--- src/rtl/uart_tx.sv ---
// UART transmitter: start bit, eight data bits LSB first, optional parity bit, stop bit.
// Define UART_TX_PARITY_EN to include the parity bit (^din ^ PARITY) in every frame.
module uart_tx #(
    parameter int CLK_FREQUENCY = 100_000_000,
    parameter int BAUD_RATE     = 19_200,
    parameter bit PARITY        = 1'b1
) (
    input  logic       clk,
    input  logic       rst,
    input  logic       send,
    input  logic [7:0] din,
    output logic       busy,
    output logic       done,
    output logic       tx_out
);

    localparam int BAUD_CLOCK_CYCLES = CLK_FREQUENCY / BAUD_RATE;
    localparam int CNT_W = (BAUD_CLOCK_CYCLES > 1) ? $clog2(BAUD_CLOCK_CYCLES) : 1;
    localparam logic [CNT_W-1:0] CNT_LAST = CNT_W'(BAUD_CLOCK_CYCLES - 1);
    localparam logic [CNT_W-1:0] CNT_DONE = CNT_W'(BAUD_CLOCK_CYCLES - 2);
    localparam bit SINGLE_CYCLE_BIT = (BAUD_CLOCK_CYCLES == 1);

    typedef enum logic [2:0] {
        IDLE,
        START,
        DATA,
        STOP
`ifdef UART_TX_PARITY_EN
        , PARITY_BIT
`endif
    } state_t;

    state_t           state;
    logic [CNT_W-1:0] baud_cnt;
    logic [2:0]       bit_idx;
    logic [7:0]       shift_reg;
    logic             bit_end;

`ifdef UART_TX_PARITY_EN
    logic parity_reg;
`else
    logic unused_parity;
    assign unused_parity = PARITY;
`endif

    assign bit_end = (baud_cnt == CNT_LAST);

    // done is registered, so it is raised one cycle early to land on the last stop cycle
    always_ff @(posedge clk) begin
        if (!rst) begin
            state     <= IDLE;
            baud_cnt  <= '0;
            bit_idx   <= '0;
            shift_reg <= '0;
`ifdef UART_TX_PARITY_EN
            parity_reg <= 1'b0;
`endif
            tx_out    <= 1'b1;
            busy      <= 1'b0;
            done      <= 1'b0;
        end else begin
            case (state)
                IDLE: begin
                    baud_cnt <= '0;
                    done     <= 1'b0;
                    if (send) begin
                        state     <= START;
                        shift_reg <= din;
                        bit_idx   <= '0;
                        busy      <= 1'b1;
                        tx_out    <= 1'b0;
`ifdef UART_TX_PARITY_EN
                        parity_reg <= ^din ^ PARITY;
`endif
                    end else begin
                        busy   <= 1'b0;
                        tx_out <= 1'b1;
                    end
                end
                START: begin
                    if (bit_end) begin
                        state    <= DATA;
                        baud_cnt <= '0;
                        bit_idx  <= '0;
                        tx_out   <= shift_reg[0];
                    end else begin
                        baud_cnt <= baud_cnt + 1'b1;
                    end
                end
                DATA: begin
                    if (bit_end) begin
                        baud_cnt  <= '0;
                        shift_reg <= {1'b0, shift_reg[7:1]};
                        bit_idx   <= bit_idx + 3'd1;
                        if (bit_idx == 3'd7) begin
`ifdef UART_TX_PARITY_EN
                            state  <= PARITY_BIT;
                            tx_out <= parity_reg;
`else
                            state  <= STOP;
                            tx_out <= 1'b1;
                            done   <= SINGLE_CYCLE_BIT;
`endif
                        end else begin
                            tx_out <= shift_reg[1];
                        end
                    end else begin
                        baud_cnt <= baud_cnt + 1'b1;
                    end
                end
`ifdef UART_TX_PARITY_EN
                PARITY_BIT: begin
                    if (bit_end) begin
                        state    <= STOP;
                        baud_cnt <= '0;
                        tx_out   <= 1'b1;
                        done     <= SINGLE_CYCLE_BIT;
                    end else begin
                        baud_cnt <= baud_cnt + 1'b1;
                    end
                end
`endif
                STOP: begin
                    if (bit_end) begin
                        state    <= IDLE;
                        baud_cnt <= '0;
                        busy     <= 1'b0;
                        done     <= 1'b0;
                        tx_out   <= 1'b1;
                    end else begin
                        baud_cnt <= baud_cnt + 1'b1;
                        done     <= (baud_cnt == CNT_DONE);
                    end
                end
                default: begin
                    state  <= IDLE;
                    tx_out <= 1'b1;
                    busy   <= 1'b0;
                    done   <= 1'b0;
                end
            endcase
        end
    end

endmodule

--- config.mk ---
export PLATFORM = sky130hd
export DESIGN_NAME = uart_tx
export DESIGN_NICKNAME = d
export VERILOG_FILES = /design/src/rtl/uart_tx.sv
export SDC_FILE = /design/constraint.sdc
export NUM_CORES = 1
export LEC_CHECK = 0
export CAP_MARGIN = 20
export CORE_ASPECT_RATIO = 1.75
export CORE_MARGIN = 2
export CORE_UTILIZATION = 40
export CTS_CLUSTER_SIZE = 30
export DETAILED_ROUTE_END_ITERATION = 8
export PLACE_DENSITY = 0.58
export SLEW_MARGIN = 30
export SYNTH_ARGS = -nofsm -noshare
export SYNTH_HDL_FRONTEND = slang
export SYNTH_SLANG_ARGS = --single-unit
--- constraint.sdc ---
create_clock -name clk -period 4.2 [get_ports clk]
set_input_delay 0.63 -clock clk [delete_from_list [all_inputs] [get_ports clk]]
set_output_delay 0.63 -clock clk [all_outputs]
set_load 0.005 [all_outputs]
# Word level (Yosys, flattened, before mapping)
# Index checks and enable logic that the tools add are counted.
[word_totals]
ff_bits = 30
input_bits = 11
output_inout_bits = 3
[classes]
addsub = 2
n_eq_ne = 11
mux = 27
n_bitwise = 2
reduce_logical = 12
[ops]
columns = ["cell", "n"]
rows = [
  ["$eq A13 B13 Y1 const B", 2],
  ["$pmux W13 S2", 1],
  ["$mux W3", 7],
  ["$mux W8", 2],
  ["$pmux W8 S2", 1],
  ["$add A13 B1 Y13 const B", 1],
  ["$mux W13", 1],
  ["$pmux W3 S4", 1],
  ["$mux W1", 10],
  ["$ne A2 B2 Y1 const B", 5],
  ["$pmux W3 S3", 1],
  ["$reduce_and A3 Y1", 3],
  ["$eq A3 B2 Y1 const B", 2],
  ["$pmux W1 S3", 2],
  ["$reduce_and A5 Y1", 1],
  ["$pmux W1 S4", 1],
  ["$reduce_and A4 Y1", 1],
  ["$reduce_bool A2 Y1", 2],
  ["$add A3 B1 Y3 const B", 1],
  ["$eq A3 B1 Y1 const B", 1],
  ["$eq A3 B3 Y1 const B", 1],
  ["$logic_not A3 Y1", 1],
  ["$reduce_bool A3 Y1", 1],
  ["$reduce_or A3 Y1", 1],
  ["other kinds (3)", 4],
]

# Longest topological paths before layout
# Gate-level depths: netlist of the first run.
[depth]
ltp_word = 4
mapped_depth = 7
depth_no_buf = 6

# Least setup slack after synthesis of the first run
# No wires, ideal clock.
[synth_timing]
path_type = "flip-flop to flip-flop"
from = "register state[0]"
to = "register shift_reg[6]"
setup_time_ps = 132
arrival_time_ps = 1578
t_required_ps = 4068
path_slack_ps = 2490
stages_incl_launch_ff = 8
path_buffers = 1
cell_sequence = "dfxtp_1 -> inv_1 -> ha_1 -> mux2i_1 -> buf_2 -> nor3b_1 -> a21oi_1 -> a31oi_1"
[synth_between]
elab_chain_len = 3
word_cells_on_any_way = 7
cone_classes = "3 x eq/ne; 1 x mux; 3 x reduce/logical"
[synth_lines]
columns = ["item", "line", "source"]
rows = [
  ["from (decl)", "33", "state_t state;"],
  ["from (signal assigned)", "51", "state <= IDLE;"],
  ["from (signal assigned)", "67", "state <= START;"],
  ["from (signal assigned)", "82", "state <= DATA;"],
  ["$eq A3 B2 Y1 / $logic_not A3 Y1 (equally long branches)", "62", "case (state)"],
  ["$ne A2 B2 Y1 (no line) / $reduce_bool A2 Y1 (equally long branches)", "-", ""],
  ["$reduce_and A3 Y1 (no line)", "-", ""],
  ["to (signal assigned)", "68", "shift_reg <= din;"],
  ["to (signal assigned)", "93", "shift_reg <= {1'b0, shift_reg[7:1]};"],
  ["to (decl)", "36", "logic [7:0] shift_reg;"],
]
# Parallel ways exist; a longest one is shown, timed or not.
# A chain may end at the register's enable or synchronous reset.

==> results.sh, run 1 <==
export IMPL_max_freq_ghz=0.4431
export IMPL_max_slew_worst_pin_slew_ns=0.8325
export IMPL_synth_seq_cells=29
export IMPL_synth_fp_nets=204
export IMPL_r2r_slack_ns=2.00
export IMPL_final_cell_mix="29 x dfxtp_1, 20 x nand3_1, 13 x nand2_1, 13 x clkdlybuf4s50_1, 11 x a21oi_1"
export IMPL_path_max_fanout=15
export IMPL_hp_start="shift_reg[7]"
export IMPL_synth_top_cell_area_share_pct=36.00
export IMPL_timing_final_crit_share_pct=53.73
export IMPL_vias=1354
export IMPL_async_flop_share_pct=0
export IMPL_drt_wl_total_mm=3.526
export IMPL_yosysSeqAreaShare_pct=36.00
export IMPL_synthTopCellsByArea="dfxtp_1 36%, ha_1 7.0%, nand3_1 6.2%"
export IMPL_slew_headroom_pct=44.50
export IMPL_finalPower_uw=949.2
export IMPL_ff2ff_path_depth=6
export IMPL_io_buffers=13
export IMPL_cts_htree_levels=2
export IMPL_synth_cells=184
export IMPL_start_kind="input port"
export IMPL_first_iter_violations=18
export IMPL_dp_hpwl_mm=2.670
export IMPL_clkTransAtPathRegs_ns=0.06
export IMPL_reg2reg_from="state[0]"
export IMPL_wl_per_cell_um=14.33
export IMPL_grt_max_degree=25
export IMPL_dpl_cell_area_sq_mm=0.001763
export IMPL_leakagePower_nw=0.6429
export IMPL_root_buffer="clkbuf_8"
export IMPL_irDropWorstVdd_v=0.0002398
export IMPL_die_area_sq_mm=0.004576
export IMPL_worstPathRequired_ns=4.42
export IMPL_period_minus_slack_ns=2.257
export IMPL_crit_type="input port to flop"
export IMPL_core_sq_mm=0.003866
export IMPL_grt_overflow_total=0
export IMPL_worstPathArrival_ns=2.47
export IMPL_die_y_um=88
export IMPL_final_cell_area_sq_mm=0.001864
export IMPL_cts_sinks=29
export IMPL_drc=0
export IMPL_timing_hold_ws_ns=0.4602
export IMPL_drt_antenna_violating_nets=0
export IMPL_rows=30
export IMPL_yosysWarnings=0
export IMPL_min_to="shift_reg[7]"
export IMPL_viasPerCell=5.504
export IMPL_ctsResizeCount=0
export IMPL_ys_dominant_reg_cell="dfxtp_1"
export IMPL_grt_pass1_vias=1440
export IMPL_synth_top_cell_by_area="dfxtp_1"
export IMPL_holdBufCountCts=0
export IMPL_antenna_found_initial=0
export IMPL_finalSetupViolCount=0
export IMPL_antenna_cells=0
export IMPL_initial_core_util_pct=41.72
export IMPL_fillers=383
export IMPL_syn_to_final_growth_pct=15.59
export IMPL_maxCapViolations=0
export IMPL_die_w_um=52
export IMPL_grt_util_all_layers_pct=18.33
export IMPL_finalHoldViolCount=0
export IMPL_rsz0062_at_grt="false"
export IMPL_nNetsFinal=217
export IMPL_place_congestion=0.8808
export IMPL_cts_setup_buffers=0
export IMPL_power_density_mw_per_mm2=509.2
export IMPL_end_kind="flop"
export IMPL_tns_ns=0
export IMPL_drive_gt1_share_pct=11.11
export IMPL_syn_area_sq_mm=0.001613
export IMPL_numCtsBuffers=5
export IMPL_io_pins=14
export IMPL_drv_slew=0
export IMPL_worst_r2r_endpoint="shift_reg[0]"
export IMPL_grt_pass1_wl_mm=6.251
export IMPL_hold_class="flop to flop"
export IMPL_synth_area_per_cell_sq_um=8.765
export IMPL_final_common_cell="dfxtp_1"
export IMPL_whs_path_depth=2
export IMPL_synth_edf_count=0
export IMPL_clk_latency_ns=0.28
export IMPL_ys_types=34
export IMPL_finClkSkew_ns=0.006083
export IMPL_status="finished, final reports clean"
export IMPL_largest_reg_flops=13
export IMPL_dr_pass1_iters=4
export IMPL_clock_path_buffers=2
export IMPL_cts_tree="yes"
==> metrics by stage <==
step / instances / setup WS (ns) / utilization (%)
5_1_grt: 246 / 1.713 / 48.22
3_5_place_dp: 238 / 1.654 / 45.60
6_report: 246 / 1.943 / 48.22
4_1_cts: 246 / 1.927 / 48.22
2_1_floorplan: 184 / 2.490 / -
3_3_place_gp: 238 / 1.690 / 45.60
==> cell type report <==
class,count,area [sq um],share of cell area (%)
Clock inverter,1,5.005,0.2685
Timing Repair Buffer,14,137.6,7.383
Sequential cell,29,580.6,31.14
Clock buffer,7,96.34,5.168
Tap cell,48,60.06,3.221
Multi-Input combinational cell,139,954.7,51.21
Inverter,8,30.03,1.611
==> report_power, final <==
group / leakage, nW / internal [mW] / switching (mW)
clock: 0.0542 / 0.148 / 0.102
combinational: 0.353 / 0.138 / 0.200
sequential: 0.236 / 0.322 / 0.0394
total: 0.643 / 0.608 / 0.341
==> worst max path at each step <==
stage,start,endpoint,slack [ns]
after floorplan,state[0],shift_reg[6],2.49
after global placement,rst,baud_cnt[3],1.69
after detailed placement,rst,baud_cnt[3],1.65
after CTS,rst,baud_cnt[6],1.93
after global routing,rst,baud_cnt[4],1.71
final,rst,baud_cnt[8],1.94
==> routing by layer <==
layer	GRT usage, %	part of all wire [%]
met5	0	0
met4	8.852	2.7
met2	33.95	55
met1	18.29	39
met3	4.608	3.2
==> worst max-delay path, stage by stage <==
cell and delay [ns]:
clkdlybuf4s50_1 0.79, inv_1 0.32, or3_4 0.59, nor2_4 0.14
==> cell usage after synthesis, types with 2 or more instances <==
cell / count
a21oi_1: 11
a31oi_1: 7
and3_1: 2
buf_2: 2
clkbuf_1: 4
dfxtp_1: 29
ha_1: 9
inv_1: 8
mux2i_1: 6
nand2_1: 13
nand3_1: 20
nand4_1: 9
nor2_1: 7
nor2_2: 2
nor2_4: 8
nor2b_1: 4
nor3_1: 5
nor3b_1: 8
o21ai_0: 4
o22ai_1: 2
or3_1: 2
xnor2_1: 6
xor2_1: 5
==> cell families (layout without fill, tap and decap cells) <==
logic type / Yosys count / in the layout / share of synthesized area (%)
xor gates and xnor gates: 11 / 11 / 5.973
DFF: 29 / 29 / 36.00
AOI/OAI and AO/OA: 27 / 27 / 9.542
muxes: 6 / 6 / 3.724
buffers and inverters: 16 / 30 / 4.810
and+or+nand+nor: 86 / 86 / 32.97
adders and majority gates: 9 / 9 / 6.982
No activity file was read; power rests on OpenSTA's default activity.
==> run 2, diff against run 1 <==
--- a/config.mk
+++ b/config.mk
@@ -11,7 +11,7 @@
 export CORE_UTILIZATION = 40
 export CTS_CLUSTER_SIZE = 30
 export DETAILED_ROUTE_END_ITERATION = 8
-export PLACE_DENSITY = 0.58
+export PLACE_DENSITY = 0.6
 export SLEW_MARGIN = 30
 export SYNTH_ARGS = -nofsm -noshare
 export SYNTH_HDL_FRONTEND = slang
==> constraint.sdc (replaced) <==
create_clock -name clk -period 2.01 [get_ports clk]
set_input_delay 0.3015 -clock clk [delete_from_list [all_inputs] [get_ports clk]]
set_output_delay 0.3015 -clock clk [all_outputs]
set_load 0.005 [all_outputs]
==> run 2 against run 1 <==
  * Power up 100%
  * Sequential share of layout area down 0.27 points
  * Critical endpoint is now state[1]
  * Die area unchanged
  * Clock skew fell by 0.0013 ns
==> results.sh, run 2 (synthesis results as in run 1) <==
export IMPL_grt_util_all_layers_pct=17.57
export IMPL_finalSetupViolCount=0
export IMPL_path_max_fanout=8
export IMPL_start_kind="flop"
export IMPL_clock_power_share_pct=24.0
export IMPL_max_stage_delay_ns=0.40
export IMPL_largest_reg_flops=13
export IMPL_die_w_um=52
export IMPL_drt_antenna_violating_nets=0
export IMPL_hold_class="flop to flop"
export IMPL_ctsResizeCount=0
export IMPL_holdBufCountCts=0
export IMPL_dp_hpwl_mm=2.580
export IMPL_pwr_share_comb_pct=36.7
export IMPL_io_buffers=13
export IMPL_final_common_cell="dfxtp_1"
export IMPL_initial_core_util_pct=41.72
export IMPL_end_kind="flop"
export IMPL_die_area_sq_mm=0.004576
export IMPL_finalWorstSetupSlack_ns=0.1478
export IMPL_critical_path_cell_chain="ha_1, and3b_1, nand4_1, a21oi_1, mux2i_1"
export IMPL_maxCapViolations=0
export IMPL_crit_type="flop to flop"
export IMPL_drive_gt1_share_pct=11.82
export IMPL_irDropWorstVdd_v=0.0005753
export IMPL_dr_pass1_iters=4
export IMPL_crit_family="simple AND/OR/NAND/NOR gates"
export IMPL_status="finished, final reports clean"
export IMPL_netSwitchingFraction_pct=36.62
export IMPL_rows=30
export IMPL_drc=0
export IMPL_grt_overflow_total=0
export IMPL_wl_per_cell_um=13.87
export IMPL_leakagePower_nw=0.6527
export IMPL_cts_setup_buffers=0
export IMPL_drv_slew=0
export IMPL_first_iter_violations=40
export IMPL_tns_ns=0
export IMPL_finalHoldViolCount=0
export IMPL_root_buffer="clkbuf_8"
export IMPL_r2r_slack_ns=0.15
export IMPL_syn_to_final_growth_pct=16.60
export IMPL_final_cell_mix="29 x dfxtp_1, 20 x nand3_1, 13 x nand2_1, 13 x clkdlybuf4s50_1, 11 x a21oi_1"
export IMPL_vias=1366
export IMPL_fillers=388
export IMPL_slowest_stage="dfxtp_1"
export IMPL_intPower_mw=1.215
export IMPL_worstPathRequired_ns=2.22
export IMPL_grt_pass1_vias=1427
export IMPL_die_y_um=88
export IMPL_timing_final_crit_share_pct=92.65
export IMPL_antenna_found_initial=0
export IMPL_grt_pass1_wl_mm=6.003
export IMPL_grt_max_degree=22
export IMPL_cts_tree="yes"
export IMPL_max_freq_ghz=0.5370
export IMPL_cts_htree_levels=2
export IMPL_rsz0062_at_grt="false"
export IMPL_clk_latency_ns=0.28
export IMPL_clkTransAtPathRegs_ns=0.06
export IMPL_switching_power_uw=701.9
export IMPL_cp_num_buf_inv=0
export IMPL_pre_cts_ws_ns=0.1690
export IMPL_finClkSkew_ns=0.004820
export IMPL_power_frac_seq_pct=39.3
export IMPL_period_minus_slack_ns=1.862
export IMPL_power_density_mw_per_mm2=1019
export IMPL_place_congestion=0.8412
export IMPL_worstPathArrival_ns=2.08
export IMPL_slew_headroom_pct=70.95
export IMPL_cts_sinks=29
export IMPL_max_slew_worst_pin_slew_ns=0.4345
export IMPL_numCtsBuffers=5
export IMPL_viasPerCell=5.442
export IMPL_core_sq_mm=0.003866
export IMPL_nNetsFinal=222
export IMPL_antenna_cells=0
export IMPL_clock_path_buffers=2
export IMPL_io_pins=14
export IMPL_drt_wl_total_mm=3.482
-- run 2: worst paths after layout --
kind | cells after the start | end | startpoint
setup / recovery | 5 | state[1] | baud_cnt[0]
hold reg to reg | 2 | busy | busy
setup reg to reg | 5 | state[1] | baud_cnt[0]
hold / removal | 2 | busy | busy
-- run 2: area by class of cell --
type	count	area (sq um)	share of cell area, %
multi-input cells	139	954.7	50.77
flip-flops and latches	29	580.6	30.87
repair buffers	19	175.2	9.315
clock buffers	8	80.08	4.258
well taps	48	60.06	3.194
inverters	8	30.03	1.597
-- run 2: worst reg2reg max path, cell delays in order (launching register included) --
cell	delay, ns
dfxtp_1	0.40
ha_1	0.27
and3b_1	0.21
nand4_1	0.36
a21oi_1	0.36
mux2i_1	0.20
-- run 2: power by group through the flow --
stage / Combinational (mW) / Clock [mW] / Sequential [mW]
2_1_floorplan: 0.545 / 0 / 0.748
3_3_place_gp: 0.690 / 0 / 0.761
3_5_place_dp: 0.709 / 0 / 0.766
4_1_cts: 0.709 / 0.474 / 0.754
5_1_grt: 0.788 / 0.498 / 0.770
6_report: 0.704 / 0.459 / 0.753
-- run 2: metrics by stage --
step	util [%]	hold slack (ns)	std cells	cell area (sq um)	power (mW)
CTS	48.64	0.4648	251	1881	1.937
floorplan	-	0.4356	184	1613	1.293
global placement	46.57	0.4456	243	1800	1.450
global route	48.64	0.4880	251	1881	2.056
detailed placement	46.57	0.4565	243	1800	1.475
finish	48.64	0.4559	251	1881	1.916
-- run 2: metal layers --
metal  global-route usage, %  vias to the layer above  routed length, um
met3                   4.437                        7                177
met1                   16.72                      635               1312
met2                   33.14                       32               1896
met5                       0                        -                  0
li1                        -                      692                  -
met4                   9.091                        0                 95
